--- src/rtl/calc_sequencer.sv ---
`timescale 1ns/1ps
`default_nettype none
// ============================================================================
//  Module   : calc_sequencer
//  Purpose  : Button debounce, operand latch and add/sub/shift-add-multiply
//             sequencing for the 7-bit calculator, with IR inactivity power-off.
//  Revision : 1.0  initial release
// ============================================================================
module calc_sequencer #(
    parameter int DEB_CYCLES   = 4,
    parameter int IDLE_TIMEOUT = 1000
) (
    input  logic        clk,
    input  logic        rst,
    input  logic [6:0]  A,
    input  logic [6:0]  B,
    input  logic        b_lig,
    input  logic        b_soma,
    input  logic        b_sub,
    input  logic        b_multi,
    input  logic        sensorIR,
    output logic [13:0] Y,
    output logic        sinal,
    output logic        EN,
    output logic        busy,
    output logic        done
);

    localparam int DW = (DEB_CYCLES > 1) ? $clog2(DEB_CYCLES) : 1;
    localparam int TW = $clog2(IDLE_TIMEOUT + 1);
    localparam logic [DW-1:0] C_DEB_LAST = DW'(DEB_CYCLES - 1);
    localparam logic [TW-1:0] C_TIMEOUT  = TW'(IDLE_TIMEOUT);

    typedef enum logic [1:0] {
        S_OFF    = 2'd0,
        S_IDLE   = 2'd1,
        S_ADDSUB = 2'd2,
        S_MUL    = 2'd3
    } state_t;

    // Button order: [0] power, [1] add, [2] subtract, [3] multiply
    logic [3:0] w_raw;
    logic [3:0] w_press;
    assign w_raw = {b_multi, b_sub, b_soma, b_lig};

    genvar gi;
    generate
        for (gi = 0; gi < 4; gi++) begin : g_deb
            logic          r_s1;
            logic          r_s2;
            logic          r_lvl;
            logic          r_pulse;
            logic [DW-1:0] r_cnt;

            always_ff @(posedge clk) begin
                if (rst) begin
                    r_s1    <= 1'b0;
                    r_s2    <= 1'b0;
                    r_lvl   <= 1'b0;
                    r_pulse <= 1'b0;
                    r_cnt   <= '0;
                end else begin
                    r_s1    <= w_raw[gi];
                    r_s2    <= r_s1;
                    r_pulse <= 1'b0;
                    if (r_s2 == r_lvl) begin
                        r_cnt <= '0;
                    end else if (r_cnt == C_DEB_LAST) begin
                        // Level flips on the last of DEB_CYCLES differing samples
                        r_lvl   <= r_s2;
                        r_cnt   <= '0;
                        r_pulse <= r_s2;
                    end else begin
                        r_cnt <= r_cnt + 1'b1;
                    end
                end
            end

            assign w_press[gi] = r_pulse;
        end
    endgenerate

    state_t          r_state;
    logic [6:0]      r_opa;
    logic [6:0]      r_opb;
    logic            r_is_sub;
    logic [13:0]     r_mcand;
    logic [6:0]      r_mplier;
    logic [13:0]     r_acc;
    logic [2:0]      r_step;
    logic [TW-1:0]   r_idle_cnt;

    logic            w_op_press;
    logic [7:0]      w_sum;
    logic [13:0]     w_mul_sum;

    assign w_op_press = w_press[1] | w_press[2] | w_press[3];
    assign w_sum      = {1'b0, r_opa} + {1'b0, r_opb};
    assign w_mul_sum  = r_acc + (r_mplier[0] ? r_mcand : 14'd0);

    always_ff @(posedge clk) begin
        if (rst) begin
            r_state    <= S_OFF;
            r_opa      <= '0;
            r_opb      <= '0;
            r_is_sub   <= 1'b0;
            r_mcand    <= '0;
            r_mplier   <= '0;
            r_acc      <= '0;
            r_step     <= '0;
            r_idle_cnt <= '0;
            Y          <= '0;
            sinal      <= 1'b0;
            EN         <= 1'b0;
            busy       <= 1'b0;
            done       <= 1'b0;
        end else begin
            done <= 1'b0;
            if (r_state == S_OFF) begin
                r_idle_cnt <= '0;
                if (w_press[0]) begin
                    r_state <= S_IDLE;
                    EN      <= 1'b1;
                end
            end else if (w_press[0]) begin
                // Power button wins over everything, aborting any operation
                r_state    <= S_OFF;
                r_idle_cnt <= '0;
                EN         <= 1'b0;
                busy       <= 1'b0;
                Y          <= '0;
                sinal      <= 1'b0;
            end else begin
                unique case (r_state)
                    S_IDLE: begin
                        if (w_op_press) begin
                            r_opa      <= A;
                            r_opb      <= B;
                            r_mcand    <= {7'd0, A};
                            r_mplier   <= B;
                            r_acc      <= '0;
                            r_step     <= '0;
                            r_is_sub   <= ~w_press[1] & w_press[2];
                            r_state    <= (w_press[1] | w_press[2]) ? S_ADDSUB : S_MUL;
                            busy       <= 1'b1;
                            r_idle_cnt <= '0;
                        end else if (sensorIR) begin
                            r_idle_cnt <= '0;
                        end else if (r_idle_cnt == C_TIMEOUT) begin
                            r_state    <= S_OFF;
                            r_idle_cnt <= '0;
                            EN         <= 1'b0;
                            Y          <= '0;
                            sinal      <= 1'b0;
                        end else begin
                            r_idle_cnt <= r_idle_cnt + 1'b1;
                        end
                    end
                    S_ADDSUB: begin
                        if (!r_is_sub) begin
                            Y     <= {6'd0, w_sum};
                            sinal <= 1'b0;
                        end else if (r_opa < r_opb) begin
                            Y     <= {7'd0, r_opb - r_opa};
                            sinal <= 1'b1;
                        end else begin
                            Y     <= {7'd0, r_opa - r_opb};
                            sinal <= 1'b0;
                        end
                        done    <= 1'b1;
                        busy    <= 1'b0;
                        r_state <= S_IDLE;
                    end
                    S_MUL: begin
                        r_acc    <= w_mul_sum;
                        r_mcand  <= r_mcand << 1;
                        r_mplier <= r_mplier >> 1;
                        r_step   <= r_step + 1'b1;
                        if (r_step == 3'd6) begin
                            Y       <= w_mul_sum;
                            sinal   <= 1'b0;
                            done    <= 1'b1;
                            busy    <= 1'b0;
                            r_state <= S_IDLE;
                        end
                    end
                    default: begin
                        r_state <= S_OFF;
                    end
                endcase
            end
        end
    end

endmodule
`default_nettype wire

--- config.mk ---
export PLATFORM = sky130hd
export DESIGN_NAME = calc_sequencer
export DESIGN_NICKNAME = d
export VERILOG_FILES = /design/src/rtl/calc_sequencer.sv
export SDC_FILE = /design/constraint.sdc
export NUM_CORES = 1
export LEC_CHECK = 0
export CAP_MARGIN = 15
export CORE_UTILIZATION = 55
export CTS_CLUSTER_SIZE = 10
export DETAILED_ROUTE_END_ITERATION = 8
export MAX_ROUTING_LAYER = met4
export PLACE_DENSITY = 0.81
export RECOVER_POWER = 25
export SLEW_MARGIN = 5
export SYNTH_ARGS = -nofsm -noshare
export SYNTH_HDL_FRONTEND = slang
export SYNTH_SLANG_ARGS = --single-unit
--- constraint.sdc ---
create_clock -name clk -period 2.8 [get_ports clk]
set_input_delay 0.42 -clock clk [delete_from_list [all_inputs] [get_ports clk]]
set_output_delay 0.42 -clock clk [all_outputs]
set_load 0.02 [all_outputs]
==> run_results.csv <==
group,metric,value,unit
outcome,status,"complete, no violations",
cts,postCtsHoldBufs,0,
finish,nNetsFinal,797,
finish,final_core_util,0.639,
global_route,grt_pass1_wl,22.7,mm
synth,ys.flop_type,"dfxtp_1",
cts,htreeDepth,3,
placement,detailedPlace.worstSlack,0.163,ns
global_route,grt_start_max_net_pins,88,
cts,cts-resized-gates,0,
power_and_ir_drop,vdd_ir_drop_max,0.333,mV
global_route,grt_use_met3,0.0499,
timing,setup_ws,0.0797,ns
finish,syn_to_final_growth,12.8,%
synth,yosysTopAreaCell,"dfxtp_1",
critical_path,crit_arrival,3.02,ns
power_and_ir_drop,p_leak,2.47,nW
drt,vias,4988,
floorplanning,die_w,105,um
timing,finalSetupViolations,0,
drt,viasPerCell,5.75,
floorplanning,row_count,37,
power_and_ir_drop,power_density,407,nW/um^2
finish,fin_area,6570,um^2
global_route,grt_overflow,0,
cts,cts.sinks,107,
synth,synth_cell_types,60,
finish,drive_gt1_frac,0.0574,
critical_path,worst_ep_required_time,3.10,ns
critical_path,reg2reg_depth,10,
timing,worst_slew_pin_slew,0.923,ns
timing,hold_viol_final,0,
drt,drc,0,
cts,clk_pin_slew_worst_paths,0.10,ns
cts,clk_latency,0.37,ns
synth,yosysWarnings,0,
critical_path,r2r_setup_slack,0.08,ns
synth,avgSynthCellArea,8.31,um^2
synth,synth.net_count,771,
timing,period_share,0.972,
timing,slew_violations,0,
floorplanning,die_h,105,um
synth,synthCells,701,
timing,setup-tns-final,0,ns
drt,firstDrtPassIters,6,
global_route,grt_pass1_vias,4746,
floorplanning,coreArea,10300,um^2
global_route,antenna_found_initial,0,
critical_path,r2r-start,"r_mplier[0]$_SDFFE_PP0P_",
global_route,grt-busiest-layer,"met2",
synth,synth-async-reset-ratio,0,
finish,antenna_cells,0,
critical_path,worst_r2r_endpoint,"Y[8]$_SDFFE_PP0P_",
synth,synth_edf_count,0,
placement,io_buffers,38,
cts,post-cts-setup-buffers,0,
floorplanning,start_util,0.566,
timing,fin_crit,2.72,ns
job,cap_viol_max_count,0,
drt,post_drt_wl_per_cell,15.5,um
drt,ant_nets,0,
placement,gp_congestion,0.878,
global_route,track_usage,0.262,
drt,wl,13.5,mm
cts,cts_tree,"done",
drt,drtIter0Drc,309,
synth,synth_common_cells,"dfxtp_1 (107), nand2_1 (82), a21oi_1 (73)",
cts,cts_inserted_buffers,9,
min_path,hold_class,"reg -> reg",
critical_path,path_class,"reg -> reg",
placement,dpl-instance-area,6350,um^2
critical_path,start_kind,"register",
floorplanning,ios,39,
timing,timing.fmax,368,MHz
critical_path,path_max_fanout,14,
synth,synth_seq_area_share,0.368,
cts,cts_buffer_depth,2,
synth,ys_seq_elements,107,
floorplanning,die-area,11000,um^2
timing,finClkSkew,0.0103,ns
cts,cts_root_buf,"clkbuf_8",
critical_path,cp-endpoint,"Y[8]$_SDFFE_PP0P_",
placement,dp_hpwl,9.72,mm
synth,synth_top_area_share,0.368,
synth,synth_area_leaders,"dfxtp_1 (37%), ha_1 (9.7%), a21oi_1 (6.3%)",
power_and_ir_drop,power,0.00267,W
critical_path,endpoint_kind,"register",
synth,yosysMostFrequentCell,"dfxtp_1",
global_route,grt_use_met2,0.435,
global_route,met1_usage,0.328,
critical_path,worstSetupStartpoint,"r_mplier[0]$_SDFFE_PP0P_",
timing,maxSlewHeadroom,0.383,
synth,synth_area,5820,um^2
## per-layer routing
layer,part of all wire,up-vias
met1,0.45,2351
met4,0.017,0
li1,-,2490
met2,0.48,132
met3,0.048,15
met5,0,-
## per-stage QoR
step	hold WS, ns	cells
2_1_floorplan	0.397	701
3_3_place_gp	0.405	852
3_5_place_dp	0.410	852
4_1_cts	0.426	868
5_1_grt	0.437	868
6_report	0.422	868
## power by group
part	internal [W]	switching, W	total (W)
clock network	0.000430	0.000556	0.000986
logic	0.0000608	0.0000856	0.000146
registers	0.00153	0.00000744	0.00154
## sequential cells by signal, summed over array words and instances, names as in the netlist
signal         count
r_acc             14
g_deb.r_s1         4
g_deb.r_cnt        8
Y                 14
g_deb.r_s2         4
r_state            2
EN                 1
done               1
r_opa              7
g_deb.r_pulse      4
g_deb.r_lvl        4
r_is_sub           1
sinal              1
busy               1
r_mcand           14
r_step             3
r_opb              7
r_idle_cnt        10
r_mplier           7
## worst max-delay path, stage by stage, from the launching register on
cell and delay [ns]:
dfxtp_1 0.32, buf_4 0.17, and2_1 0.15, ha_1 0.35, o21ai_1 0.26, a211oi_2 0.07
o31ai_1 0.31, nor2b_2 0.28, xnor2_1 0.10, or4b_1 0.50, a21oi_1 0.15
## final cells by class
class,instances,area [um^2]
clock buffers,9,124
clock inverters,7,81.3
fillers,879,3710
inverters,40,150
multi-input cells,517,3390
flip-flops and latches,107,2140
well taps,136,170
repair buffers,52,504
## kinds of logic after synthesis
logic type,synth area share
xor+xnor,0.0301
fa+ha+maj,0.110
buf+inv,0.0514
mux,0.0383
simple gates,0.222
compound gates,0.180
flops,0.368
## how the worst min path moves through the flow
stage / from / depth (start not counted) / to
floorplan: g_deb[0].r_cnt[0]$_SDFF_PP0_ / 1 / g_deb[0].r_cnt[0]$_SDFF_PP0_
global placement: g_deb[1].r_cnt[0]$_SDFF_PP0_ / 1 / g_deb[1].r_cnt[0]$_SDFF_PP0_
detailed placement: g_deb[3].r_cnt[0]$_SDFF_PP0_ / 1 / g_deb[3].r_cnt[0]$_SDFF_PP0_
CTS: g_deb[3].r_cnt[0]$_SDFF_PP0_ / 1 / g_deb[3].r_cnt[0]$_SDFF_PP0_
global route: g_deb[3].r_cnt[0]$_SDFF_PP0_ / 1 / g_deb[3].r_cnt[0]$_SDFF_PP0_
finish: g_deb[3].r_cnt[0]$_SDFF_PP0_ / 1 / g_deb[3].r_cnt[0]$_SDFF_PP0_
## layout by cell type, fill, tap and decap left out, types with 4 or more instances in the layout
| master | instances |
|---|---|
| dfxtp_1 | 107 |
| nand2_1 | 82 |
| a21oi_1 | 73 |
| nor2_1 | 64 |
| ha_1 | 44 |
| inv_1 | 40 |
| clkdlybuf4s50_1 | 31 |
| o21ai_0 | 23 |
| nand3_1 | 21 |
| mux2i_1 | 20 |
| nor2b_1 | 16 |
| a211oi_1 | 16 |
| and2_1 | 15 |
| xnor2_1 | 14 |
| buf_4 | 12 |
| nor3_1 | 10 |
| clkbuf_8 | 9 |
| or3_1 | 8 |
| a21o_1 | 8 |
| nor3b_1 | 7 |
| xor2_1 | 6 |
| and3_1 | 6 |
| dlygate4sd3_1 | 6 |
| nand2b_1 | 5 |
| o31ai_1 | 5 |
| nor4bb_1 | 4 |
| o21bai_1 | 4 |
| nand3b_1 | 4 |
| a22oi_1 | 4 |
| fa_1 | 4 |
(Power assumes the default switching activity.)
